[src/rtl/gon_glb_writeback.sv]
// gon_glb_writeback: drains the GON output stream into the global buffer at
// sequential word addresses starting from a programmed base, then reports done.
// Optional feature macro: GON_GLB_ACCUM_EN -- when defined, each word is added
// to the current GLB content (read-modify-write) before being written back.
module gon_glb_writeback #(
  parameter int DATA_BITS = 32,
  parameter int ADDR_BITS = 12,
  parameter int CNT_BITS  = 13
) (
  input  logic                 clk,
  input  logic                 rst,
  input  logic                 start,
  input  logic [ADDR_BITS-1:0] base_addr,
  input  logic [CNT_BITS-1:0]  num_words,
  input  logic                 GON_valid,
  output logic                 GON_ready,
  input  logic [DATA_BITS-1:0] GON_data,
  output logic                 glb_re,
  output logic                 glb_we,
  output logic [ADDR_BITS-1:0] glb_addr,
  output logic [DATA_BITS-1:0] glb_wdata,
  input  logic [DATA_BITS-1:0] glb_rdata,
  output logic                 busy,
  output logic                 done
);

  typedef enum logic [2:0] {
    IDLE,
    RECV,
`ifdef GON_GLB_ACCUM_EN
    RD,
    ADD,
`endif
    WR,
    DONE
  } state_e;

  state_e               state_q, state_d;
  logic [ADDR_BITS-1:0] base_q, base_d;
  logic [CNT_BITS-1:0]  num_q, num_d;
  logic [CNT_BITS-1:0]  cnt_q, cnt_d;
  logic [DATA_BITS-1:0] dreg_q, dreg_d;

  // Every output is a registered copy of a decode of the next state, so it
  // lines up cycle-for-cycle with the state register and never depends
  // combinationally on GON_valid.
  logic                 gon_ready_q, gon_ready_d;
  logic                 glb_re_q, glb_re_d;
  logic                 glb_we_q, glb_we_d;
  logic [ADDR_BITS-1:0] glb_addr_q, glb_addr_d;
  logic [DATA_BITS-1:0] glb_wdata_q, glb_wdata_d;
  logic                 busy_q, busy_d;
  logic                 done_q, done_d;

  // Next-state, datapath and output-decode logic.
  always_comb begin
    // NOTE: every variable gets a default first so no path leaves one unassigned (no latches).
    state_d     = state_q;
    base_d      = base_q;
    num_d       = num_q;
    cnt_d       = cnt_q;
    dreg_d      = dreg_q;

    unique case (state_q)
      IDLE: begin
        if (start) begin
          if (num_words != '0) begin
            base_d  = base_addr;
            num_d   = num_words;
            cnt_d   = '0;
            state_d = RECV;
          end else begin
            state_d = DONE;
          end
        end
      end
      RECV: begin
        if (GON_valid && gon_ready_q) begin
          dreg_d  = GON_data;
`ifdef GON_GLB_ACCUM_EN
          state_d = RD;
`else
          state_d = WR;
`endif
        end
      end
`ifdef GON_GLB_ACCUM_EN
      RD: begin
        state_d = ADD;
      end
      ADD: begin
        // Wraps modulo 2^DATA_BITS; psum overflow is not saturated.
        dreg_d  = dreg_q + glb_rdata;
        state_d = WR;
      end
`endif
      WR: begin
        cnt_d   = cnt_q + CNT_BITS'(1);
        state_d = (cnt_d == num_q) ? DONE : RECV;
      end
      DONE: begin
        state_d = IDLE;
      end
      default: begin
        state_d = IDLE;
      end
    endcase

    gon_ready_d = (state_d == RECV);
    glb_we_d    = (state_d == WR);
    glb_re_d    = 1'b0;
    busy_d      = (state_d == RECV) || (state_d == WR);
`ifdef GON_GLB_ACCUM_EN
    glb_re_d    = (state_d == RD);
    busy_d      = busy_d || (state_d == RD) || (state_d == ADD);
`endif
    done_d      = (state_d == DONE);

    // Address wraps past the top of the GLB because the sum is truncated.
    glb_addr_d  = glb_addr_q;
    if (glb_we_d || glb_re_d) begin
      glb_addr_d = base_d + cnt_d[ADDR_BITS-1:0];
    end
    glb_wdata_d = glb_we_d ? dreg_d : glb_wdata_q;
  end

  // State and output registers with synchronous active-low reset; a reset in
  // mid-transfer simply returns everything to idle without a done pulse.
  always_ff @(posedge clk) begin
    if (!rst) begin
      state_q     <= IDLE;
      base_q      <= '0;
      num_q       <= '0;
      cnt_q       <= '0;
      dreg_q      <= '0;
      gon_ready_q <= 1'b0;
      glb_re_q    <= 1'b0;
      glb_we_q    <= 1'b0;
      glb_addr_q  <= '0;
      glb_wdata_q <= '0;
      busy_q      <= 1'b0;
      done_q      <= 1'b0;
    end else begin
      // NOTE: non-blocking assignments so every flop samples pre-edge values.
      state_q     <= state_d;
      base_q      <= base_d;
      num_q       <= num_d;
      cnt_q       <= cnt_d;
      dreg_q      <= dreg_d;
      gon_ready_q <= gon_ready_d;
      glb_re_q    <= glb_re_d;
      glb_we_q    <= glb_we_d;
      glb_addr_q  <= glb_addr_d;
      glb_wdata_q <= glb_wdata_d;
      busy_q      <= busy_d;
      done_q      <= done_d;
    end
  end

`ifndef GON_GLB_ACCUM_EN
  // Read data is only consumed by the accumulate path.
  logic unused_rdata;
  assign unused_rdata = ^glb_rdata;
`endif

  assign GON_ready = gon_ready_q;
  assign glb_re    = glb_re_q;
  assign glb_we    = glb_we_q;
  assign glb_addr  = glb_addr_q;
  assign glb_wdata = glb_wdata_q;
  assign busy      = busy_q;
  assign done      = done_q;

endmodule

[config.mk]
export PLATFORM = sky130hd
export DESIGN_NAME = gon_glb_writeback
export DESIGN_NICKNAME = d
export VERILOG_FILES = /design/src/rtl/gon_glb_writeback.sv
export SDC_FILE = /design/constraint.sdc
export NUM_CORES = 1
export LEC_CHECK = 0
export CORE_MARGIN = 2
export CORE_UTILIZATION = 38
export CTS_BUF_LIST = sky130_fd_sc_hd__clkbuf_8 sky130_fd_sc_hd__clkbuf_16
export DETAILED_ROUTE_END_ITERATION = 8
export HOLD_SLACK_MARGIN = 0.03
export PLACE_DENSITY = 0.8
export REMOVE_ABC_BUFFERS = 1
export SETUP_SLACK_MARGIN = 0.05
export SLEW_MARGIN = 20
export SYNTH_ARGS = -nofsm -noshare
export SYNTH_HDL_FRONTEND = slang
export SYNTH_SLANG_ARGS = --single-unit
[constraint.sdc]
create_clock -name clk -period 3.37 [get_ports clk]
set_input_delay 0.674 -clock clk [delete_from_list [all_inputs] [get_ports clk]]
set_output_delay 0.674 -clock clk [all_outputs]
set_load 0.02 [all_outputs]
==> results.yml, run 1 <==
setup_path:
  cp-start-kind: "primary input"
  crit_arrival_ps: 3530
  crit-reg2reg-launch: "state_q[1]$_SDFF_PN0_"
  crit_type: "in -> reg"
  worst-endpoint-required_ps: 3640
  crit_path_end_kind: "register"
  crit_fanout: 5
  crit_start: "num_words[11]"
placed_design:
  place.gp.congestion: 0.879
  io_buffers: 108
  dp_cells: 773
  hpwl_um: 8560
logic_synthesis:
  synth_area_leader_cell: "dfxtp_1"
  synth_xor_area_share_pct: 5.24
  ys.flop_type: "dfxtp_1"
  yosys.area_share.simple_pct: 23.1
  synth_top_family_by_area: "simple AND/OR/NAND/NOR gates"
  yosys_warnings: 0
  postSynthAreaPerCell_um2: 8.38
  seq_area_frac_synth_pct: 41.0
  synth-compound-area-share_pct: 15.6
  synthTopCellsByArea: "dfxtp_1 (41%), a21oi_1 (5.6%), nand2_1 (4.7%)"
  synthesis.area_um2: 4350
  synthCells: 519
  synth_top_area_share_pct: 41.0
  synth_mux_area_share_pct: 6.28
  synth_fa_ha_area_share_pct: 3.91
  yosys_register_bits: 89
  synth_cell_types: 53
  synth_edf_count: 0
  async_reset_ff_share_pct: 0
global_route:
  grt_usage_pct: 20.2
  grt_pass1_vias: 4303
  globalRoute.totalOverflow: 0
  grt_first_pass_wirelength_um: 20300
  grt_max_degree: 45
  antenna_found_initial: 0
floorplanning:
  core-area_um2: 11300
  rows: 39
  start_util_pct: 38.6
  die-area_um2: 12300
  ios: 142
  die_height_um: 111
  die_w_um: 111
clock_network:
  path_clk_slew_ps: 60
  cts_sinks: 89
  cts-htree-levels: 3
  cts_tree: "built"
  numCtsBuffers: 9
  worstSkewPairLatency_ps: 350
  clk_path_buf_depth: 2
  ctsRootBufferMaster: "clkbuf_16"
sta:
  finalMaxSlewViolations: 0
  max_freq_mhz: 307
  post-route-min-period_ps: 3250
  worst_slew_pin_slew_ps: 675
  hold_viol_final: 0
  setup_tns_ps: 0
  grt_setup_unrepaired: "no"
  report.final.setup_viol: 0
  fin_worst_skew_ps: 4.93
  relSlewSlack_pct: 54.4
  finalCritPeriodShare_pct: 96.5
final_layout:
  stdcell_count: 795
  drive_gt1_share_pct: 17.9
  num-nets-final: 753
  area_growth_pct: 47.9
  n_antenna_cell: 0
  final_core_util_pct: 57.0
power:
  power.static_leakage_uw: 0.00253
  p_seq_share_pct: 43.1
  switching_share_pct: 21.6
  power_density_nw_per_um2: 391
  irDropWorstVdd_uv: 292
  pwr-share-comb_pct: 10.1
  p_switching_uw: 543
  internal_power_uw: 1970
  p_clk_share_pct: 46.8
route:
  drc: 0
  antenna_left: 0
  vias: 4193
  first_pass_iters: 5
  totalWireLength_um: 12500
  drt_iter0_drc: 166
  routedWlPerCell_um: 15.7
  vias_per_cell: 5.27
status:
  status: "finished, final reports clean"
run:
  cap_violations: 0
worst_hold_path:
  hold_start: "glb_wdata[23]$_SDFFE_PN0P_"
  hold_class: "reg -> reg"
## critical path: stages
cell and delay [ps]:
dlygate4sd2_1 250, nor4_2 310, nand4_1 200, and3b_2 340
buf_12 160, mux2i_4 180, buf_4 150, fa_2 330
nor2b_1 120, o21ai_1 90, a21oi_2 230, o2111ai_2 190
and3_4 190, a211oi_2 120
## state kept, by name, summed over array words and instances, names as in the netlist
register,flops
glb_wdata,32
cnt_q,13
num_q,13
base_q,12
glb_addr,12
state_q,3
GON_ready,1
busy,1
done,1
glb_we,1
## path summary, 6_finish.rpt
path,end,slack (ps),cells after the start
hold / removal,glb_wdata[23]$_SDFFE_PN0P_,460,2
setup / recovery,glb_addr[10]$_SDFFE_PN0P_,120,14
setup reg to reg,glb_addr[10]$_SDFFE_PN0P_,230,11
hold reg to reg,glb_wdata[23]$_SDFFE_PN0P_,460,2
## through the flow
stage          setup WS (ps)  hold slack (ps)  total power (µW)  area [µm²]
6_report                 116              457              2510        6430
3_5_place_dp            -614              449              1330        5760
2_1_floorplan           -268              503              1190        4170
4_1_cts                 52.8              454              2510        6330
5_1_grt                 26.1              467              2590        6430
3_3_place_gp            -561              440              1320        5760
## synth_stat cells (all sizes together), types with 3 or more instances
cell type and number:
xnor2 14, or3 3, o311ai 3, nor2 49
o21ai 20, dfxtp 89, nor3b 4, a22oi 10
or4 4, mux2 10, nand3b 3, nor2b 19
ha 12, nor4 3, o31ai 3, nand3 8
a211oi 3, a31oi 9, a21oi 49, nor3 12
inv 9, buf 11, nand2 55, clkbuf 31
and3 5, nand4 5, and2 24, mux2i 16
xor2 12
## repair_timing
action,CTS,global route
cloned,1,0
buffers inserted,2,3
setup endpoints to repair,7,7
pin swaps,15,16
hold endpoints to repair,0,0
gates resized for setup,43,21
hold buffers,0,0
## placed cells by master (no fill, tap or decap), types with 8 or more instances in the layout
cell              n
clkdlybuf4s50_1  95
dfxtp_1          89
nand2_1          55
nor2_1           47
buf_4            46
a21oi_1          44
and2_1           24
nor2b_1          18
mux2i_1          15
xnor2_1          14
o21ai_0          13
xor2_1           12
mux2_2            9
a22oi_1           9
clkbuf_16         9
inv_1             8
nand3_1           8
nor3_1            8
## layer usage
metal | GRT usage (%) | routed length, µm | share of wire, %
met3 | 7.65 | 1160 | 9.3
met1 | 23.2 | 4900 | 39
met4 | 8.42 | 317 | 2.5
met5 | 0 | 0 | 0
met2 | 33.9 | 6130 | 49
## logic make-up after synthesis
family	Yosys count
simple gates	201
compound gates	112
flops	89
buf+inv	51
xor+xnor	26
mux	26
fa+ha+maj	13
other cells	1
## power groups by stage
| stage | combinational [µW] | sequential (µW) | clock [µW] |
|---|---|---|---|
| final | 255 | 1080 | 1180 |
| after global routing | 274 | 1080 | 1230 |
| after CTS | 246 | 1080 | 1180 |
| after detailed placement | 225 | 1110 | 0 |
| after global placement | 218 | 1100 | 0 |
| after floorplan | 87.0 | 1100 | 0 |
## layout make-up
cell class	instances	area (µm²)
multi-input cells	380	2570
inverters	9	33.8
clock buffers	10	239
clock inverters	6	115
well taps	143	179
repair buffers	158	1510
flip-flops and latches	89	1780
fillers	932	4840
Power figures use the tool's default switching activity.
==> run 2, diff against run 1 <==
--- a/config.mk
+++ b/config.mk
@@ -13,6 +13,7 @@
 export PLACE_DENSITY = 0.8
 export REMOVE_ABC_BUFFERS = 1
 export SETUP_SLACK_MARGIN = 0.05
+export SKIP_LAST_GASP = 1
 export SLEW_MARGIN = 20
 export SYNTH_ARGS = -nofsm -noshare
 export SYNTH_HDL_FRONTEND = slang
==> results of run 2 <==
Same layout as run 1: the final DEF is identical, and so are final timing and power.
==> run 3, diff against run 2 <==
--- a/config.mk
+++ b/config.mk
@@ -5,6 +5,7 @@
 export SDC_FILE = /design/constraint.sdc
 export NUM_CORES = 1
 export LEC_CHECK = 0
+export CORE_ASPECT_RATIO = 1.2
 export CORE_MARGIN = 2
 export CORE_UTILIZATION = 38
 export CTS_BUF_LIST = sky130_fd_sc_hd__clkbuf_8 sky130_fd_sc_hd__clkbuf_16
==> run 3 against run 2 <==
  * Routed wire length down 3.5%
  * Count of clock-buffer cells in the layout up 1
  * Non-clock buffer count up 2
  * Global-route usage down 0.92 points
  * First-iteration DRC count down 33%
  * Critical path type unchanged
  * Setup slack better by 51 ps
  * Critical endpoint is now glb_addr[8]$_SDFFE_PN0P_
  * Largest power group is now registers
  * Largest cell class unchanged
  * Utilization up 0.49 points
  * Final cell count up 1.6%
  * Register-to-register slack better by 170 ps
==> results.yml, run 3 (synthesis gave the netlist of run 1 again) <==
floorplanning:
  rows: 42
  start_util_pct: 39.2
  core-area_um2: 11100
  die-area_um2: 12300
  die_w_um: 102
  die_height_um: 121
  ios: 142
clock_network:
  holdBufCountCts: 0
  cts_tree: "built"
  path_clk_slew_ps: 60
  ctsRootBufferMaster: "clkbuf_16"
  worstSkewPairLatency_ps: 340
  clk_path_buf_depth: 2
  cts-htree-levels: 3
  numCtsBuffers: 9
  cts_sinks: 89
setup_path:
  crit_family: "buffers and inverters"
  crit_slowest_cell: "ha_1"
  crit-reg2reg-launch: "state_q[1]$_SDFF_PN0_"
  crit_arrival_ps: 3420
  cp_slowest_stage_delay_ps: 320
  crit_top_cell: "buf_4"
  crit_path_end_kind: "register"
  crit_fanout: 5
  crit_type: "in -> reg"
  crit_start: "num_words[12]"
  cp-start-kind: "primary input"
  path_cells: "clkdlybuf4s15_1 -> nor4_2 -> buf_4 -> nand4_1 -> buf_4 -> a21oi_1 -> buf_4 -> buf_4 -> o21ai_0 -> o41ai_2 -> ha_1 -> buf_4 -> nor3_1 -> nor2_1 -> o21ai_1 -> xor2_1 -> a22oi_1"
  critical_path_buf_inv_count: 6
  worst-endpoint-required_ps: 3590
route:
  antenna_left: 0
  drc: 0
  totalWireLength_um: 12100
  vias_per_cell: 5.12
  first_pass_iters: 4
  drt_iter0_drc: 112
  routedWlPerCell_um: 14.9
  vias: 4136
final_layout:
  final_common_cell: "clkdlybuf4s50_1"
  layout_common_cells: "clkdlybuf4s50_1 (95), dfxtp_1 (89), nand2_1 (55)"
  stdcell_area_um2: 6380
  largest_reg_flops: 32
  num-nets-final: 755
  final_core_util_pct: 57.5
  fillers: 948
  drive_gt1_share_pct: 18.7
  area_growth_pct: 46.8
  n_antenna_cell: 0
sta:
  report.final.setup_viol: 0
  relSlewSlack_pct: 50.9
  finalCritPeriodShare_pct: 95.0
  grt_setup_unrepaired: "no"
  hold_viol_final: 0
  finalMaxSlewViolations: 0
  hold_slack_ps: 451
  worst_slew_pin_slew_ps: 737
  max_freq_mhz: 312
  fin_worst_skew_ps: 5.44
  post-route-min-period_ps: 3200
power:
  power_density_nw_per_um2: 367
  power.static_leakage_uw: 0.00252
  irDropWorstVdd_uv: 299
global_route:
  grt_max_degree: 83
  grt_pass1_vias: 4125
  grt_usage_pct: 19.3
  grt_first_pass_wirelength_um: 18900
  antenna_found_initial: 0
  globalRoute.totalOverflow: 0
placed_design:
  place.gp.congestion: 0.838
  hpwl_um: 8270
  io_buffers: 108
  placed_area_um2: 5730
worst_hold_path:
  hold_start: "glb_wdata[26]$_SDFFE_PN0P_"
  hold_class: "reg -> reg"
status:
  status: "finished, final reports clean"
run:
  cap_violations: 0
run 3: changes by cell type in the layout (fill, tap and decap cells not counted), sizes merged:
cell | previous run | this run
dlymetal6s2s | 6 | 3
buf | 51 | 53
bufinv | 3 | 1
clkdlybuf4s15 | 0 | 2
clkinv | 2 | 4
clkbuf | 10 | 11
clkinvlp | 1 | 0
dlygate4sd2 | 6 | 7
run 3: layout make-up:
type	count	area [µm²]	share of cell area, %
Tap cell	154	193	3.02
Timing Repair Buffer	160	1480	23.2
Clock inverter	5	53.8	0.843
Multi-Input combinational cell	380	2590	40.6
Sequential cell	89	1780	27.9
Clock buffer	11	253	3.96
Inverter	9	33.8	0.530
run 3: final timing paths:
check	endpoint	slack [ps]	cells after the start
worst max-delay path	glb_addr[8]$_SDFFE_PN0P_	170	17
worst max register to register	glb_addr[9]$_SDFFE_PN0P_	400	12
worst min-delay path	glb_wdata[26]$_SDFFE_PN0P_	450	2
worst min register to register	glb_wdata[26]$_SDFFE_PN0P_	450	2
run 3: through the flow:
step	worst slack (ps)	std cells	TNS (ps)	power [µW]
floorplan	-268	478	-1310	1190
global placement	-565	778	-3380	1320
detailed placement	-671	778	-4080	1320
CTS	74.5	804	0	2360
global route	24.8	808	0	2430
finish	167	808	0	2340
run 3: report_power, final:
group | leakage (µW) | internal [µW] | switching [µW]
Combinational | 0.00164 | 141 | 97.6
Sequential | 0.000720 | 1070 | 12.1
Clock | 0.000155 | 612 | 410
run 3: tightest hold or removal path: cells and delay by family (launching register included):
| kind | cells | cell delay, ps |
|---|---|---|
| flip-flops | 1 | 310 |
| AO/OA/AOI/OAI | 1 | 50 |
| AND/OR/NAND/NOR | 1 | 50 |
run 3: metal layers:
| layer | GRT usage [%] | vias up | wire, µm |
|---|---|---|---|
| li1 | - | 2049 | - |
| met3 | 6.39 | 28 | 877 |
| met5 | 0 | - | 0 |
| met1 | 21.1 | 1936 | 4850 |
| met2 | 33.4 | 123 | 6020 |
| met4 | 8.53 | 0 | 326 |
run 3: repair_timing:
item,CTS,global route
buffers inserted,10,4
endpoints found under the setup margin,6,7
gates resized for setup,44,26
pin swaps,19,18
cloned,0,0
hold endpoints to repair,0,0
